--- config.mk ---
export PLATFORM = sky130hd
export DESIGN_NAME = led_pattern_sequencer
export DESIGN_NICKNAME = d
export VERILOG_FILES = /design/src/rtl/led_pkg.sv /design/src/rtl/led_pattern_sequencer_sync_debounce.sv /design/src/rtl/led_pattern_sequencer.sv
export SDC_FILE = /design/constraint.sdc
export NUM_CORES = 1
export LEC_CHECK = 0
export CORE_MARGIN = 10
export CORE_UTILIZATION = 40
export DETAILED_ROUTE_END_ITERATION = 7
export GPL_ROUTABILITY_DRIVEN = 0
export SLEW_MARGIN = 20
export SYNTH_ARGS = -nofsm -noshare
export SYNTH_HDL_FRONTEND = slang
export SYNTH_HIERARCHICAL = 1
export SYNTH_SLANG_ARGS = --single-unit
export TNS_END_PERCENT = 50
--- constraint.sdc ---
create_clock -name clk -period 5.3 [get_ports clk]
set_input_delay 1.06 -clock clk [delete_from_list [all_inputs] [get_ports clk]]
set_output_delay 1.06 -clock clk [all_outputs]
set_load 0.01 [all_outputs]
--- src/rtl/led_pkg.sv ---
// Shared types and constants for the LED pattern sequencer and its
// downstream active-low 3-to-8 decoder interface.
package led_pkg;

    // Width of the LED index driven to the decoder.
    localparam int LED_IDX_W = 3;

    // The decoder lights an LED only for this exact enable code.
    localparam logic [2:0] EN_ACTIVE = 3'b100;
    localparam logic [2:0] EN_BLANK  = 3'b000;

    typedef enum logic [1:0] {
        MANUAL     = 2'd0,
        CHASE_UP   = 2'd1,
        CHASE_DOWN = 2'd2,
        BLANK      = 2'd3
    } mode_t;

    // Mode button cycles through the four modes in a fixed ring.
    function automatic mode_t next_mode(input mode_t m);
        mode_t n;
        case (m)
            MANUAL:     n = CHASE_UP;
            CHASE_UP:   n = CHASE_DOWN;
            CHASE_DOWN: n = BLANK;
            default:    n = MANUAL;
        endcase
        return n;
    endfunction

    // Only the two chase modes run the step timer and honour pause.
    function automatic logic is_chase(input mode_t m);
        return (m == CHASE_UP) || (m == CHASE_DOWN);
    endfunction

endpackage

--- src/rtl/led_pattern_sequencer_sync_debounce.sv ---
// Two-flop synchroniser followed by an independent debounce filter per bit.
// A debounced bit only follows its synchronised input after that input has
// disagreed with it on DEBOUNCE_CYCLES consecutive samples.
module sync_debounce #(
    parameter int WIDTH           = 5,
    parameter int DEBOUNCE_CYCLES = 4
) (
    input  logic             clk,
    input  logic             rst,
    input  logic [WIDTH-1:0] din_raw,
    output logic [WIDTH-1:0] dout
);

    // A single-sample filter still needs a one-bit counter to keep widths legal.
    localparam int CNT_W = (DEBOUNCE_CYCLES > 1) ? $clog2(DEBOUNCE_CYCLES) : 1;
    localparam logic [CNT_W-1:0] CNT_LAST = CNT_W'(DEBOUNCE_CYCLES - 1);

    logic [WIDTH-1:0] sync_p0;
    logic [WIDTH-1:0] sync_p1;
    logic [WIDTH-1:0] deb_q;
    logic [CNT_W-1:0] cnt_q [WIDTH];

    // Metastability guard: two flops between the asynchronous pins and logic.
    always_ff @(posedge clk or posedge rst) begin
        if (rst) begin
            sync_p0 <= '0;
            sync_p1 <= '0;
        end else begin
            sync_p0 <= din_raw;
            sync_p1 <= sync_p0;
        end
    end

    // Per-bit run-length filter; any agreeing sample restarts the run.
    always_ff @(posedge clk or posedge rst) begin
        if (rst) begin
            deb_q <= '0;
            for (int i = 0; i < WIDTH; i++) begin
                cnt_q[i] <= '0;
            end
        end else begin
            for (int i = 0; i < WIDTH; i++) begin
                if (sync_p1[i] != deb_q[i]) begin
                    if (cnt_q[i] == CNT_LAST) begin
                        deb_q[i] <= sync_p1[i];
                        cnt_q[i] <= '0;
                    end else begin
                        cnt_q[i] <= cnt_q[i] + 1'b1;
                    end
                end else begin
                    cnt_q[i] <= '0;
                end
            end
        end
    end

    assign dout = deb_q;

endmodule

--- src/rtl/led_pattern_sequencer.sv ---
// Drives the index and enable code of an active-low 3-to-8 LED decoder.
// Switches select an LED directly in MANUAL mode; the chase modes walk a
// position up or down once every TICK_DIV cycles; BLANK turns all LEDs off.
module led_pattern_sequencer
    import led_pkg::*;
#(
    parameter int DEBOUNCE_CYCLES = 4,
    parameter int TICK_DIV        = 8
) (
    input  logic                 clk,
    input  logic                 rst,
    input  logic [LED_IDX_W-1:0] sw_raw,
    input  logic                 btn_mode_raw,
    input  logic                 btn_pause_raw,
    output logic [LED_IDX_W-1:0] sel,
    output logic [2:0]           en,
    output logic [1:0]           mode
);

    localparam int TICK_W = $clog2(TICK_DIV);
    localparam logic [TICK_W-1:0] TICK_LAST = TICK_W'(TICK_DIV - 1);

    // Debounced view of the inputs: {pause, mode, switches}.
    logic [4:0]           raw_bus;
    logic [4:0]           deb_bus;
    logic [LED_IDX_W-1:0] sw_deb;
    logic                 mode_deb;
    logic                 pause_deb;

    // Press detection.
    logic mode_prev_q;
    logic pause_prev_q;
    logic mode_press;
    logic pause_press;

    // Sequencer state and its next values.
    mode_t                mode_q,   mode_d;
    logic [LED_IDX_W-1:0] pos_q,    pos_d;
    logic [TICK_W-1:0]    tick_q,   tick_d;
    logic                 paused_q, paused_d;
    logic                 tick_evt;

    // Registered decoder outputs and their next values.
    logic [LED_IDX_W-1:0] sel_d;
    logic [2:0]           en_d;

    assign raw_bus = {btn_pause_raw, btn_mode_raw, sw_raw};

    sync_debounce #(
        .WIDTH           (5),
        .DEBOUNCE_CYCLES (DEBOUNCE_CYCLES)
    ) u_sync_debounce (
        .clk     (clk),
        .rst     (rst),
        .din_raw (raw_bus),
        .dout    (deb_bus)
    );

    assign sw_deb    = deb_bus[LED_IDX_W-1:0];
    assign mode_deb  = deb_bus[3];
    assign pause_deb = deb_bus[4];

    // Previous-cycle copies of the debounced buttons for rising-edge detection.
    always_ff @(posedge clk or posedge rst) begin
        if (rst) begin
            mode_prev_q  <= 1'b0;
            pause_prev_q <= 1'b0;
        end else begin
            mode_prev_q  <= mode_deb;
            pause_prev_q <= pause_deb;
        end
    end

    // A press lasts exactly one cycle regardless of how long the button is held.
    assign mode_press  = mode_deb  & ~mode_prev_q;
    assign pause_press = pause_deb & ~pause_prev_q;

    // Sequencer state register.
    always_ff @(posedge clk or posedge rst) begin
        if (rst) begin
            mode_q   <= MANUAL;
            pos_q    <= '0;
            tick_q   <= '0;
            paused_q <= 1'b0;
        end else begin
            mode_q   <= mode_d;
            pos_q    <= pos_d;
            tick_q   <= tick_d;
            paused_q <= paused_d;
        end
    end

    // Next-state: a mode change overrides any tick or pause in the same cycle.
    always_comb begin
        mode_d   = mode_q;
        pos_d    = pos_q;
        tick_d   = tick_q;
        paused_d = paused_q;
        tick_evt = 1'b0;
        if (mode_press) begin
            mode_d   = next_mode(mode_q);
            pos_d    = sw_deb;
            tick_d   = '0;
            paused_d = 1'b0;
        end else if (is_chase(mode_q)) begin
            if (pause_press) begin
                paused_d = ~paused_q;
            end
            // The timer follows the pause state held before this edge.
            if (!paused_q) begin
                if (tick_q == TICK_LAST) begin
                    tick_d   = '0;
                    tick_evt = 1'b1;
                end else begin
                    tick_d = tick_q + 1'b1;
                end
            end
            // Position arithmetic wraps naturally in LED_IDX_W bits.
            if (tick_evt) begin
                if (mode_q == CHASE_UP) begin
                    pos_d = pos_q + 1'b1;
                end else begin
                    pos_d = pos_q - 1'b1;
                end
            end
        end else begin
            tick_d = '0;
        end
    end

    // Output selection from the state held before the edge.
    always_comb begin
        sel_d = sel;
        en_d  = EN_ACTIVE;
        case (mode_q)
            MANUAL: begin
                sel_d = sw_deb;
                en_d  = EN_ACTIVE;
            end
            CHASE_UP, CHASE_DOWN: begin
                sel_d = pos_q;
                en_d  = EN_ACTIVE;
            end
            default: begin
                sel_d = sel;
                en_d  = EN_BLANK;
            end
        endcase
    end

    // Decoder-facing output registers.
    always_ff @(posedge clk or posedge rst) begin
        if (rst) begin
            sel <= '0;
            en  <= EN_BLANK;
        end else begin
            sel <= sel_d;
            en  <= en_d;
        end
    end

    assign mode = mode_q;

endmodule
; ---- After elaboration in Yosys (flattened, before gate mapping)
; Index checks and enable logic that the tools add are counted.
[classes]
addsub = 8
n_eq_ne = 14
muxes = 28
bitwise_logic = 5
reduce_logical = 15
[op_table]
columns = operator, n
row1 = $mux 3, 9
row2 = $mux 2, 10
row3 = $reduce_and 2->1, 7
row4 = $eq 2x2->1 const B, 6
row5 = $add 2x1->2 const B, 5
row6 = $reduce_bool 2->1, 4
row7 = $mux 1, 7
row8 = $add 3x1->3 const B, 2
row9 = $pmux 2 s3, 1
row10 = $pmux 3 s2, 1
row11 = $ne 1x1->1, 5
row12 = $eq 3x3->1 const B, 1
row13 = $ne 3x3->1 const B, 1
row14 = $not 1->1, 3
row15 = $reduce_or 3->1, 1
row16 = $sub 3x1->3 const B, 1
row17 = $and 1x1->1, 2
row18 = $eq 2x1->1 const B, 1
row19 = $logic_not 2->1, 1
row20 = $reduce_or 2->1, 1
row21 = $logic_or 1x1->1, 1
[totals]
ff_bits = 42

; ---- Longest topological paths before layout
[logic_depth]
depth_word = 8
depth_mapped = 7
ltp_nobuf = 7

; ---- By module
; The synthesis kept the hierarchy.
[modules_own_cells]
columns = mod, n_inst, cells_each, area_per_inst_um2, seq_area_each_um2
row1 = sync_debounce, 1, 51, 875.8, 625.6
row2 = led_pattern_sequencer, 1, 72, 774.5, 375.4

; ---- Least setup slack after synthesis
; No wires, ideal clock.
[synth_path]
path_kind = register to register
from = register mode_q[1] (netlist: mode[1])
to = register pos_q[2]
arrival_time_ps = 1691
path_slack_ps = 3528
stages_incl_launch_ff = 8
n_path_buf = 0
period_less_slack_ps = 1772
cell_sequence = dfrtp_1 > inv_1 > ha_1 > inv_1 > fa_1 > xor2_1 > or3_1 > a31oi_1
[synth_via]
elab_chain_len = 5
elab_cells_between_ends = 9
cone_classes = eq/ne (2) / mux (4) / reduce/logical (3)
[synth_lines]
columns = item, line
row1 = "start, declared", led_pattern_sequencer.sv:37  ; mode_t mode_q, mode_d;
row2 = "start signal, assigned", led_pattern_sequencer.sv:86  ; mode_q <= mode_d;
row3 = $eq 2x1->1, "led_pkg.sv:33, led_pattern_sequencer.sv:120"
row4 = $mux 3, led_pattern_sequencer.sv:120  ; if (mode_q == CHASE_UP) begin
row5 = $mux 3, led_pattern_sequencer.sv:119  ; if (tick_evt) begin
row6 = $mux 3, led_pattern_sequencer.sv:105  ; end else if (is_chase(mode_q)) begin
row7 = $mux 3, led_pattern_sequencer.sv:100  ; if (mode_press) begin
row8 = "end signal, assigned", led_pattern_sequencer.sv:87  ; pos_q <= pos_d;
row9 = "end, declared", led_pattern_sequencer.sv:38  ; logic [LED_IDX_W-1:0] pos_q, pos_d;
; Parallel ways exist; a longest one is shown, timed or not. The select of a mux whose other input is x is not followed.
; A chain may end at the register's enable or synchronous reset.

; ---- Final worst setup path
[layout_path]
from = register mode_q[0] (netlist: mode[0])
to = output mode[0]
[layout_rtl]
columns = item, line
row1 = "end, declared", led_pattern_sequencer.sv:17  ; output logic [1:0] mode
; No word-level cell between the ends.

==> impl_metrics.ini <==
[synth]
synth_warnings = 6
synth_top_area_cell = dfrtp_1
synth_seq_cells = 40
synthDistinctLibCells = 28
synth-simple-area-share_pct = 11.37
synth_async_sr_flop_share_pct = 100.0
synth_area_sq_um = 1650
synth_mux_area_share_pct = 6.444
yosys_most_used_dff = dfrtp_1
seq_area_frac_synth_pct = 60.65
synthCells = 123
yosysTopAreaCellShare_pct = 60.65
synth_top_family_by_area = simple AND/OR/NAND/NOR gates
synth_area_leaders = dfrtp_1 61%, ha_1 8.3%, mux2_1 3.4%
syn_area_per_cell_sq_um = 13.42
synth_compound_area_share_pct = 3.867
synth_xor_area_share_pct = 4.246
synth_fa_ha_area_share_pct = 9.553
synth_edf_count = 0

[detailed_routing]
ant_nets = 0
dr.pass1.iters = 5
routed_wl_um = 2540
drcViolationCount = 0
drt_iter0_markers = 42
wl_per_cell_um = 13.44
num_vias = 879
via_per_inst = 4.651

[critical_path]
crit_arrival_ps = 1250
worstSetupPathType = reg2out
r2r_cells = 7
crit_fanout = 4
crit_path_max_incr_delay_ps = 560
cpLargestDelayFamily = buffers and inverters
end_kind = output pin
worstReg2RegStart = mode[1]
r2r_slack_ps = 3410
r2r-end = pos_q[2]
cp-start-kind = register
critPathBufInv = 1
critPathRequiredTime_ps = 4240
slowest_stage = clkdlybuf4s50_1
crit_chain = clkdlybuf4s50_1

[floorplanning]
initial_core_util_pct = 41.26
core_sq_um = 4000
die_area_sq_um = 7095
num_rows = 23
fp.dieW_um = 84.23
die_y_um = 84.23
ios = 15

[sta]
setup_viol = 0
final-max-slew-violation-count = 0
tightest_slew_ps = 886.2
period_minus_slack_ps = 2313
finalSetupTns_ps = 0
hold_viol = 0
fmax_ghz = 0.4324
finClkSkew_ps = 3.398
slew_headroom_pct = 40.85
hold_ws_ps = 352.5
rsz0062_at_grt = no
fin_crit_sh_pct = 43.63

[clocking]
cts_sinks = 40
cts_tree = done
htree_levels = 2
clk_pin_slew_ps = 80
cts_inserted_buffers = 5
post_cts_buffers = 0
hold_buffers = 0
clk_latency_ps = 290
clk_path_buf_depth = 2
root_buffer = clkbuf_8
cts_resized = 0

[grt]
grt_pass1_wl_um = 4588
grtUsageMet3_pct = 2.802
grt_util_met1_pct = 8.215
grt_util_all_layers_pct = 8.046
grt.overflow.total = 0
grt_busiest_layer = met2
first_global_vias = 1026
gr-usage-met2_pct = 13.35
grt_max_degree = 26
antenna_found_initial = 0

[hold_path]
min_from = u_sync_debounce/sync_p0[2]
hold_depth = 0
hold_end = u_sync_debounce/sync_p1[2]
hold_class = reg2reg

[place]
hpwl_um = 1883
io_buffers = 12

[pwr]
power_density_nw_per_um2 = 568.2
peakVddDrop_mv = 0.2273
leakagePower_nw = 0.9007

[final_layout]
drive_gt1_share_pct = 10.07
fill_cells = 338
seq_area_sq_um = 1001
final_util_pct = 47.76
mostFrequentLayoutCells = 40 x dfrtp_1, 12 x clkdlybuf4s50_1, 11 x ha_1
syn_to_final_growth_pct = 15.77
multi_input_area_sq_um = 593.1
final_common_cell = dfrtp_1
nNetsFinal = 157
num_antenna_cells = 0

[run_status]
status = completed

[run]
maxCapViolCount = 0
==> cell type report <==
class / count / share of cell area [%]
clock buffer: 5 / 3.602
tap: 50 / 3.274
inverter: 6 / 1.179
timing repair buffer: 12 / 6.287
clock inverter: 3 / 2.227
sequential: 40 / 52.39
multi-input combinational: 73 / 31.04
==> report_power, final <==
group	internal, mW	switching [mW]
registers	0.410	0.0829
clock network	0.139	0.103
logic	0.179	0.172
==> routing by layer <==
metal,up-vias,part of all wire [%]
met3,3,4.0
met1,430,41
li1,434,-
met5,-,0
met2,12,54
met4,0,0.98
==> synthesized netlist by cell type, types with 2 or more instances <==
master and n:
ha_1 11, nor2b_1 5, dfrtp_1 40, buf_4 3, xor2_1 4, nor3_2 4, nand2_1 7, mux2_1 5
a21oi_1 2, xnor2_1 4, nor2_1 5, o21ai_0 8, inv_1 6, mux2i_1 5
==> registers in the layout, summed over array words and instances, names as in the netlist <==
| signal | flops |
|---|---|
| paused_q | 1 |
| mode | 2 |
| tick_q | 3 |
| mode_prev_q | 1 |
| pause_prev_q | 1 |
| u_sync_debounce/sync_p1 | 5 |
| u_sync_debounce/sync_p0 | 5 |
| u_sync_debounce/dout | 5 |
| pos_q | 3 |
| sel | 3 |
| en | 1 |
| u_sync_debounce/cnt_q | 10 |
==> stage by stage <==
step / power, mW / worst slack, ps / instances / area (sq um)
after CTS: 1.103 / 2973 / 189 / 1911
after detailed placement: 0.8547 / 3061 / 181 / 1799
final: 1.086 / 2987 / 189 / 1911
after floorplan: 0.7436 / 3528 / 124 / 1654
after global placement: 0.8239 / 3103 / 181 / 1799
after global routing: 1.174 / 2923 / 189 / 1911
==> how the worst max path moves through the flow <==
stage / from / end / slack [ps] / depth (start not counted)
2_1_floorplan: mode[1] / pos_q[2] / 3530 / 7
3_3_place_gp: rst / u_sync_debounce/sync_p0[1] / 3100 / 2
5_1_grt: mode[1] / mode[1] / 2920 / 1
6_report: mode[0] / mode[0] / 2990 / 1
4_1_cts: mode[0] / mode[0] / 2970 / 1
3_5_place_dp: rst / u_sync_debounce/cnt_q[8] / 3060 / 2
==> kinds of logic (layout without fill, tap and decap cells) <==
logic type | count (synthesis) | count (layout)
DFF | 40 | 40
buffers and inverters | 11 | 26
adders and majority gates | 12 | 12
xor gates and xnor gates | 8 | 8
AOI/OAI and AO/OA | 12 | 12
muxes | 10 | 10
other | 1 | 2
and+or+nand+nor | 29 | 29
Note: power is estimated with default switching activity, not from simulation.
